$ cat src/rtl/hdmi_cfg_sequencer.sv
// hdmi_cfg_sequencer: pulses the ADV7611 reset, then walks a config ROM
// issuing single-byte I2C writes with optional read-back verify/retry.
//
// Ports:
//   CLOCK_50, RESET_N      : 50 MHz clock, async active-low reset
//   start                  : one-cycle pulse, begins a run when not busy
//   tbl_addr / tbl_data    : config ROM index / entry (1-clock latency)
//                            entry = {dev[6:0], verify, subaddr, data}
//   i2c_req .. i2c_busy    : request/busy handshake to the I2C master
//   rx_reset_n             : ADV7611 reset, active low
//   busy, done, error      : run status (done/error sticky)
//   err_index, entry_count : failing entry index, completed entries
module hdmi_cfg_sequencer #(
    parameter int ADDR_W           = 12,
    parameter int TABLE_DEPTH      = 4096,
    parameter int DELAY_TICKS      = 50000,
    parameter int RESET_TICKS      = 500000,
    parameter int POST_RESET_TICKS = 300000,
    parameter int MAX_RETRY        = 3,
    parameter int TIMEOUT_TICKS    = 1000
) (
    input  logic              CLOCK_50,
    input  logic              RESET_N,
    input  logic              start,
    output logic [ADDR_W-1:0] tbl_addr,
    input  logic [23:0]       tbl_data,
    output logic              i2c_req,
    output logic              i2c_wren,
    output logic [7:0]        i2c_size,
    output logic [6:0]        i2c_addr,
    output logic [7:0]        i2c_saddr,
    output logic [7:0]        i2c_tx,
    input  logic [7:0]        i2c_rx,
    input  logic              i2c_busy,
    output logic              rx_reset_n,
    output logic              busy,
    output logic              done,
    output logic              error,
    output logic [ADDR_W-1:0] err_index,
    output logic [ADDR_W-1:0] entry_count
);

    // One extra bit so the index can reach TABLE_DEPTH == 2^ADDR_W.
    localparam int IDX_W = ADDR_W + 1;

    localparam logic [6:0] DEV_END   = 7'h00;
    localparam logic [6:0] DEV_DELAY = 7'h7F;

    typedef enum logic [3:0] {
        IDLE,
        RST_LOW,
        RST_WAIT,
        FETCH,
        DECODE,
        WR_REQ,
        WR_WAIT,
        RD_REQ,
        RD_WAIT,
        CHECK,
        DELAY,
        DONE,
        ERROR
    } state_t;

    state_t state;
    state_t state_n;

    logic [IDX_W-1:0] index;
    logic [31:0]      cnt;
    logic [7:0]       retry;
    logic [6:0]       dev_q;
    logic             vfy_q;
    logic [7:0]       sub_q;
    logic [7:0]       dat_q;
    logic [7:0]       rx_q;
    logic [31:0]      dly_ticks;
    logic             entry_done;
    logic             timed;

    assign tbl_addr  = index[ADDR_W-1:0];
    assign i2c_size  = 8'd1;
    assign i2c_addr  = dev_q;
    assign i2c_saddr = sub_q;
    assign i2c_tx    = dat_q;

    assign dly_ticks = 32'(dat_q) * 32'(DELAY_TICKS);

    // Only states that time something advance the shared counter.
    assign timed = (state == RST_LOW)  ||
                   (state == RST_WAIT) ||
                   (state == WR_REQ)   ||
                   (state == RD_REQ)   ||
                   (state == DELAY);

    always_ff @(posedge CLOCK_50 or negedge RESET_N) begin
        if (!RESET_N) begin
            state <= IDLE;
        end else begin
            state <= state_n;
        end
    end

    always_comb begin
        state_n    = state;
        entry_done = 1'b0;
        unique case (state)
            IDLE, DONE, ERROR: begin
                if (start) begin
                    state_n = RST_LOW;
                end
            end
            RST_LOW: begin
                if (cnt == 32'(RESET_TICKS - 1)) begin
                    state_n = RST_WAIT;
                end
            end
            RST_WAIT: begin
                if (cnt == 32'(POST_RESET_TICKS - 1)) begin
                    state_n = FETCH;
                end
            end
            FETCH: begin
                state_n = DECODE;
            end
            DECODE: begin
                if (index == IDX_W'(TABLE_DEPTH)) begin
                    state_n = DONE;
                end else if (tbl_data[23:17] == DEV_END) begin
                    state_n = DONE;
                end else if (tbl_data[23:17] == DEV_DELAY) begin
                    if (tbl_data[7:0] == 8'd0) begin
                        state_n    = FETCH;
                        entry_done = 1'b1;
                    end else begin
                        state_n = DELAY;
                    end
                end else begin
                    state_n = WR_REQ;
                end
            end
            WR_REQ: begin
                if (i2c_busy) begin
                    state_n = WR_WAIT;
                end else if (cnt == 32'(TIMEOUT_TICKS - 1)) begin
                    state_n = ERROR;
                end
            end
            WR_WAIT: begin
                if (!i2c_busy) begin
                    if (vfy_q) begin
                        state_n = RD_REQ;
                    end else begin
                        state_n    = FETCH;
                        entry_done = 1'b1;
                    end
                end
            end
            RD_REQ: begin
                if (i2c_busy) begin
                    state_n = RD_WAIT;
                end else if (cnt == 32'(TIMEOUT_TICKS - 1)) begin
                    state_n = ERROR;
                end
            end
            RD_WAIT: begin
                if (!i2c_busy) begin
                    state_n = CHECK;
                end
            end
            CHECK: begin
                if (rx_q == dat_q) begin
                    state_n    = FETCH;
                    entry_done = 1'b1;
                end else if (retry < 8'(MAX_RETRY)) begin
                    state_n = WR_REQ;
                end else begin
                    state_n = ERROR;
                end
            end
            DELAY: begin
                if (cnt == dly_ticks - 32'd1) begin
                    state_n    = FETCH;
                    entry_done = 1'b1;
                end
            end
            default: begin
                state_n = IDLE;
            end
        endcase
    end

    always_ff @(posedge CLOCK_50 or negedge RESET_N) begin
        if (!RESET_N) begin
            index       <= '0;
            cnt         <= '0;
            retry       <= '0;
            dev_q       <= '0;
            vfy_q       <= 1'b0;
            sub_q       <= '0;
            dat_q       <= '0;
            rx_q        <= '0;
            i2c_req     <= 1'b0;
            i2c_wren    <= 1'b0;
            rx_reset_n  <= 1'b1;
            busy        <= 1'b0;
            done        <= 1'b0;
            error       <= 1'b0;
            err_index   <= '0;
            entry_count <= '0;
        end else begin
            if (state_n != state) begin
                cnt <= '0;
            end else if (timed) begin
                cnt <= cnt + 32'd1;
            end

            // Entry fields are held here so the I2C outputs stay
            // stable for the whole transfer, retries included.
            if (state == DECODE) begin
                dev_q <= tbl_data[23:17];
                vfy_q <= tbl_data[16];
                sub_q <= tbl_data[15:8];
                dat_q <= tbl_data[7:0];
            end

            if (state_n == RST_LOW && state != RST_LOW) begin
                index       <= '0;
                entry_count <= '0;
                retry       <= '0;
                done        <= 1'b0;
                error       <= 1'b0;
                busy        <= 1'b1;
                rx_reset_n  <= 1'b0;
            end

            if (state == RST_LOW && state_n == RST_WAIT) begin
                rx_reset_n <= 1'b1;
            end

            if (state_n == WR_REQ && state != WR_REQ) begin
                i2c_req  <= 1'b1;
                i2c_wren <= 1'b1;
            end

            if (state_n == RD_REQ && state != RD_REQ) begin
                i2c_req  <= 1'b1;
                i2c_wren <= 1'b0;
            end

            // Request drops once busy is seen, or on timeout.
            if ((state == WR_REQ || state == RD_REQ) &&
                state_n != state) begin
                i2c_req <= 1'b0;
            end

            if (state == RD_WAIT && state_n == CHECK) begin
                rx_q <= i2c_rx;
            end

            if (state == CHECK && state_n == WR_REQ) begin
                retry <= retry + 8'd1;
            end

            if (entry_done) begin
                entry_count <= entry_count + ADDR_W'(1);
                index       <= index + IDX_W'(1);
                retry       <= '0;
            end

            if (state_n == DONE && state != DONE) begin
                busy <= 1'b0;
                done <= 1'b1;
            end

            if (state_n == ERROR && state != ERROR) begin
                busy      <= 1'b0;
                error     <= 1'b1;
                err_index <= index[ADDR_W-1:0];
            end
        end
    end

endmodule

$ cat config.mk
export PLATFORM = sky130hd
export DESIGN_NAME = hdmi_cfg_sequencer
export DESIGN_NICKNAME = d
export VERILOG_FILES = /design/src/rtl/hdmi_cfg_sequencer.sv
export SDC_FILE = /design/constraint.sdc
export NUM_CORES = 1
export LEC_CHECK = 0
export CORE_MARGIN = 2
export CORE_UTILIZATION = 27
export DETAILED_ROUTE_END_ITERATION = 6
export PLACE_DENSITY_LB_ADDON = 0.05
export SETUP_SLACK_MARGIN = 0.2
export SLEW_MARGIN = 30
export SYNTH_ARGS = -nofsm -noshare
export SYNTH_HDL_FRONTEND = slang
export SYNTH_SLANG_ARGS = --single-unit
export TNS_END_PERCENT = 100
$ cat constraint.sdc
create_clock -name CLOCK_50 -period 7.45 [get_ports CLOCK_50]
set_clock_uncertainty 0.05 [all_clocks]
set_input_delay 1.49 -clock CLOCK_50 [delete_from_list [all_inputs] [get_ports CLOCK_50]]
set_output_delay 1.49 -clock CLOCK_50 [all_outputs]
set_load 0.03 [all_outputs]
==> run summary, run 1 <==
Outcome: complete, no violations
Clk buf depth: 2
Largest net degree at the start of global routing: 68
Sequential element share of the synthesized area: 34.5%
HP Start: retry[3]$_DFFE_PN0P_
Syn avg cell area: 9.37 sq um
GP Congestion: 0.784
Initial core utilization: 27.4%
DP Area: 9920 sq um
EDFF count, synth: 0
Synth top cells by count: dfrtp_1 (118), nor2_1 (78), nand2_1 (73), ha_1 (58), inv_1 (52)
Worst Path Required: 7700 ps
Drt drc: 0
Antenna Violating Nets Remaining: 0
Vias per cell: 4.90
CP max-delay cell: a211oi_1
Worst Path Arrival: 6940 ps
CP startpoint kind: register
Clk sinks: 119
CTS H-Tree Depth: 4
Top area cells in the synthesized netlist: dfrtp_1 (34%), ha_1 (8.4%), mux2_2 (5.1%), xnor2_1 (4.7%), nor2_1 (3.4%)
Number of global-route vias before repair: 6892
Crit Path Class: reg2reg
Share of layout cells above drive strength 1: 9.86%
Netlist Area Pre-Place: 8630 sq um
Resized cells post-CTS: 0
Die Y: 183 um
Core box area: 31500 sq um
Max Fclk: 0.149 GHz
Count leader, synth: dfrtp_1
Gate count after technology mapping: 921
Area Growth Syn to Fin: 22.1%
Fill count: 3215
Number of antenna violations at the first check in global routing: 0
CP Max Fanout: 21
Most used DFF post-synth: dfrtp_1
Post-synth top area cell: dfrtp_1
Relative slew slack: 45.0%
Final Cycle Share: 89.8%
Placed wire-length estimate: 18100 um
Ys async rst share: 100%
N_diodes: 0
Final hold vios: 0
Setup Fix Bufs, Post-CTS: 0
Full die area: 33400 sq um
Yosys warning total: 0
1st-iter DRT viols: 418
Crit-path cells: ha_1 -> ha_1 -> fa_1 -> inv_1 -> fa_1 -> inv_1 -> ha_1 -> nor2b_1 -> o22a_1 -> xor2_1 -> nor3_2 -> o2111ai_1 -> nor3_1 -> a31oi_1 -> a211oi_1 -> a31oi_4 -> and2_4 -> a211o_1
Clock transition at path regs: 60 ps
WL final: 24300 um
Pre-Repair DR Iteration Count: 5
First-pass GRT wire length: 39400 um
Root Buffer: clkbuf_16
FF-to-FF Start: i2c_tx[2]$_DFFE_PN0P_
Path type of the worst min-delay path: reg2reg
Setup_tns: 0 ps
CTS tree: built
Yosys reg bits: 119
Final instance area: 10500 sq um
Worst slew pin tran: 820 ps
Crit-path most repeated cell: ha_1
Die span in x: 183 um
CP Capture Type: register
CP max stage delay: 730 ps
Vias: 6940
WL/cell: 17.1 um
Slew Limit Fails: 0
RSZ-0062 raised after global routing: no
Final nets: 1108
MaxCap Viol Count: 0
Ports: 109
Minimum clock period: 6690 ps
Top cell type's share of synthesized area: 34.2%
Tot GR Track Use: 15.0%
# setup viols final: 0
Cts bufs inserted: 17
Hold buffers post-CTS: 0
Row count: 65
Yosys cell types: 85
Port bufs: 100
Skew-Pair Late Insertion Delay: 420 ps
Crit path from: i2c_tx[2]$_DFFE_PN0P_
Grt ovf: 0
## layout by cell type, fill, tap and decap left out, drive strengths merged, types with 7 or more instances in the layout
cell type      instances
and2                  16
nand4                 12
nand2b                10
nor2b                  8
clkbuf                18
mux2                  39
nor3b                 17
a21boi                 7
ha                    58
o21ai                 25
a21o                   8
o21a                   8
clkdlybuf4s50         99
nor3                  37
a211o                 17
a211oi                 9
o211ai                 8
dfrtp                118
xor2                  32
nand3                 33
nand2                 73
and3                  17
a21oi                 28
inv                   55
conb                   8
fa                    12
xnor2                 46
nor4                  20
nor2                  78
## per-layer routing
metal	GRT usage [%]	share of wire [%]	wire, um	up-vias
met4	3.45	0.69	167	0
met2	21.5	42	10300	143
li1	-	-	-	3437
met1	23.1	53	13000	3350
met5	0	0	0	-
met3	2.88	3.5	851	10
## per-stage QoR
stage	setup slack [ps]	utilization (%)	std cells	hold slack, ps
2_1_floorplan	1880	-	927	404
3_3_place_gp	678	31.5	1385	420
3_5_place_dp	713	31.5	1385	421
4_1_cts	698	33.4	1416	443
5_1_grt	278	33.5	1416	462
6_report	760	33.5	1416	439
## cells by family after synthesis
logic type | synth area share (%)
AOI/OAI and AO/OA | 13.4
xor gates and xnor gates | 8.18
adders and majority gates | 11.2
buffers and inverters | 5.79
DFF | 34.5
muxes | 5.21
other | 0.0871
and+or+nand+nor | 21.6
## worst paths after layout
kind                                      endpoint  slack (ps)  depth (start not counted)
min in group asynchronous      cnt[25]$_DFFE_PN0P_        1020                          1
min                           retry[3]$_DFFE_PN0P_         440                          1
max in group asynchronous  i2c_addr[2]$_DFFE_PN0P_        5080                          2
max                          index[12]$_DFFE_PN0P_         760                         18
max reg2reg                  index[12]$_DFFE_PN0P_         760                         18
min reg2reg                   retry[3]$_DFFE_PN0P_         440                          1
## sequential cells by signal (all words and copies together), names as in the netlist
signal / count
busy: 1
retry: 8
done: 1
state: 4
cnt: 32
vfy_q: 1
i2c_req: 1
entry_count: 12
i2c_wren: 1
i2c_addr: 7
index: 13
i2c_saddr: 8
err_index: 12
i2c_tx: 8
rx_q: 8
rx_reset_n: 1
error: 1
## area by class of cell
cell class	count	area [sq um]	area share [%]
Multi-Input combinational cell	707	5210	49.4
Sequential cell	119	2980	28.3
Timing Repair Buffer	105	1040	9.87
Tap cell	402	503	4.77
Clock buffer	18	439	4.17
Inverter	52	195	1.85
Clock inverter	13	170	1.62
## worst max-delay path: cells and delay by family, from the launching register on
| kind | cells | cell delay (ps) |
|---|---|---|
| AO/OA/AOI/OAI | 6 | 2170 |
| adder cells (fa/ha/maj) | 5 | 2070 |
| AND/OR/NAND/NOR | 4 | 1410 |
| flip-flops | 1 | 520 |
| XOR/XNOR | 1 | 230 |
| buffers and inverters | 2 | 100 |
Power of run 1 is left out: the tool's default activity adds up to more than one toggle a clock period on the data nets, which glitch-free logic cannot reach.
==> inputs of run 2 (changes only) <==
- clock period: 7.45 -> 8.6 ns (I/O delays scaled with it)
==> run summary, run 2 (synthesis results as in run 1) <==
CP max stage delay: 700 ps (-30 ps)
First-pass GRT wire length: 39900 um (+1.3%)
Ports: 109 (unchanged)
Setup Fix Bufs, Post-CTS: 0 (unchanged)
Footprint of the multi-input gates: 5210 sq um (unchanged)
Vias: 6900 (-0.58%)
Crit-path cells: ha_1 -> ha_1 -> fa_1 -> inv_1 -> fa_1 -> inv_1 -> ha_1 -> nor2b_1 -> o22a_1 -> xor2_1 -> nor3_2 -> o2111ai_1 -> nor3_1 -> a31oi_1 -> a211oi_1 -> a31oi_4 -> buf_8 -> and2_4 -> a211o_1
CP max-delay cell: a211oi_1
CP startpoint kind: register
FF-to-FF End: index[9]$_DFFE_PN0P_
Outcome: complete, no violations
Die span in x: 183 um (unchanged)
Grt ovf: 0 (unchanged)
Max reg flops: 32 (unchanged)
# setup viols final: 0 (unchanged)
CTS tree: built
Vias per cell: 4.87 (-0.65%)
WL/cell: 17.5 um (+2.2%)
Die Y: 183 um (unchanged)
Setup_tns: 0 ps (unchanged)
Commonest non-fill, non-tap cells in the layout: dfrtp_1 (118), clkdlybuf4s50_1 (99), nor2_1 (77)
Number of antenna violations at the first check in global routing: 0 (unchanged)
Largest Register: cnt
CP Max Fanout: 21 (unchanged)
Core box area: 31500 sq um (unchanged)
Minimum clock period: 6700 ps (+14.5 ps)
Resized cells post-CTS: 0 (unchanged)
Largest net degree at the start of global routing: 62 (-8.8%)
Crit Path Class: reg2reg
Share of layout cells above drive strength 1: 9.95% (+0.089 points)
Cell Count, Final, Fillers Out: 1417 (+0.071%)
Fill count: 3233 (+0.56%)
1st-iter DRT viols: 371 (-11%)
CP Capture Type: register
Clock transition at path regs: 60 ps (about the same)
Setup crit end: index[9]$_DFFE_PN0P_
Port bufs: 100 (unchanged)
CTS H-Tree Depth: 4 (unchanged)
Final nets: 1109 (+0.090%)
Final Cycle Share: 78.0% (-12 points)
Max Fclk: 0.149 GHz (-0.22%)
Relative slew slack: 45.0% (about the same)
Clk sinks: 119 (unchanged)
Row count: 65 (unchanged)
Drt drc: 0 (unchanged)
N_diodes: 0 (unchanged)
Initial core utilization: 27.4% (unchanged)
Placed insts: 1385 (unchanged)
WL final: 24800 um (+2.3%)
Commonest non-fill, non-tap cell in the layout: dfrtp_1
Pre-Repair DR Iteration Count: 4 (-1)
Biggest regs: cnt x32, index x13
Slew Limit Fails: 0 (unchanged)
Full die area: 33400 sq um (unchanged)
MaxCap Viol Count: 0 (unchanged)
Tot GR Track Use: 15.3% (+0.24 points)
Worst slew pin tran: 825 ps (+5.07 ps)
Reg area: 2980 sq um (unchanged)
Placed wire-length estimate: 18400 um (+1.3%)
Worst R2R Path Depth: 19 (+1)
Worst Path Required: 8850 ps (+1150 ps)
RSZ-0062 raised after global routing: no
Root Buffer: clkbuf_16
Number of global-route vias before repair: 6868 (-0.35%)
Crit path from: i2c_tx[2]$_DFFE_PN0P_
Skew-Pair Late Insertion Delay: 420 ps (about the same)
Worst Path Arrival: 6950 ps (about the same)
FF-to-FF Start: i2c_tx[2]$_DFFE_PN0P_
Path type of the worst min-delay path: reg2reg
GP Congestion: 0.767 (-2.2%)
Hold buffers post-CTS: 0 (unchanged)
Antenna Violating Nets Remaining: 0 (unchanged)
Crit-path most repeated cell: ha_1
Area Growth Syn to Fin: 21.8%
Clk buf depth: 2 (unchanged)
Cts bufs inserted: 17 (unchanged)
Final hold vios: 0 (unchanged)
Reg-to-reg setup timing slack: 1900 ps (+1140 ps)
==> run 2: cell types whose count changed in the layout (fill, tap and decap cells not counted) <==
| cell | change |
|---|---|
| inv_6 | +2 |
| clkbuf_8 | +1 |
| buf_8 | +1 |
| clkinv_4 | -3 |
| bufinv_16 | -2 |
| clkinvlp_4 | +2 |
==> run 2: critical path: cells and delay by family, from the launching register on <==
kind | cells | cell delay [ps]
xor+xnor | 1 | 230
flops | 1 | 510
fa+ha+maj | 5 | 2060
buf+inv | 3 | 350
simple gates | 4 | 1310
compound gates | 6 | 2060
==> run 2: worst min-delay path by stage <==
stage | startpoint | endpoint | slack [ps] | cells past startpoint
detailed placement | error$_DFFE_PN0P_ | error$_DFFE_PN0P_ | 420 | 2
floorplan | retry[2]$_DFFE_PN0P_ | retry[2]$_DFFE_PN0P_ | 400 | 1
CTS | retry[7]$_DFFE_PN0P_ | retry[7]$_DFFE_PN0P_ | 440 | 1
global route | error$_DFFE_PN0P_ | error$_DFFE_PN0P_ | 460 | 2
finish | retry[7]$_DFFE_PN0P_ | retry[7]$_DFFE_PN0P_ | 430 | 1
global placement | retry[2]$_DFFE_PN0P_ | retry[2]$_DFFE_PN0P_ | 420 | 1
==> run 2: area by class of cell <==
| cell class | instances | area share, % |
|---|---|---|
| Multi-Input combinational cell | 707 | 49.6 |
| Sequential cell | 119 | 28.3 |
| Timing Repair Buffer | 106 | 10.0 |
| Tap cell | 402 | 4.79 |
| Clock buffer | 19 | 4.31 |
| Inverter | 52 | 1.86 |
| Clock inverter | 12 | 1.11 |
==> run 2: through the flow <==
stage / utilization, % / setup WS [ps] / hold slack [ps] / area, sq um
finish: 33.4 / 1900 / 434 / 10500
global route: 33.4 / 1430 / 457 / 10500
CTS: 33.3 / 1680 / 441 / 10500
detailed placement: 31.5 / 1700 / 419 / 9920
global placement: 31.5 / 1660 / 422 / 9920
floorplan: - / 3030 / 404 / 8650
==> run 2: per-layer routing <==
metal  vias up  GRT usage (%)  wire length, um
met5         -              0                0
met4         0           3.58              176
met3         8           2.40              742
met2       129           22.0            10400
met1      3323           23.6            13500
li1       3440              -                -
Power of run 2 is left out for the same reason.
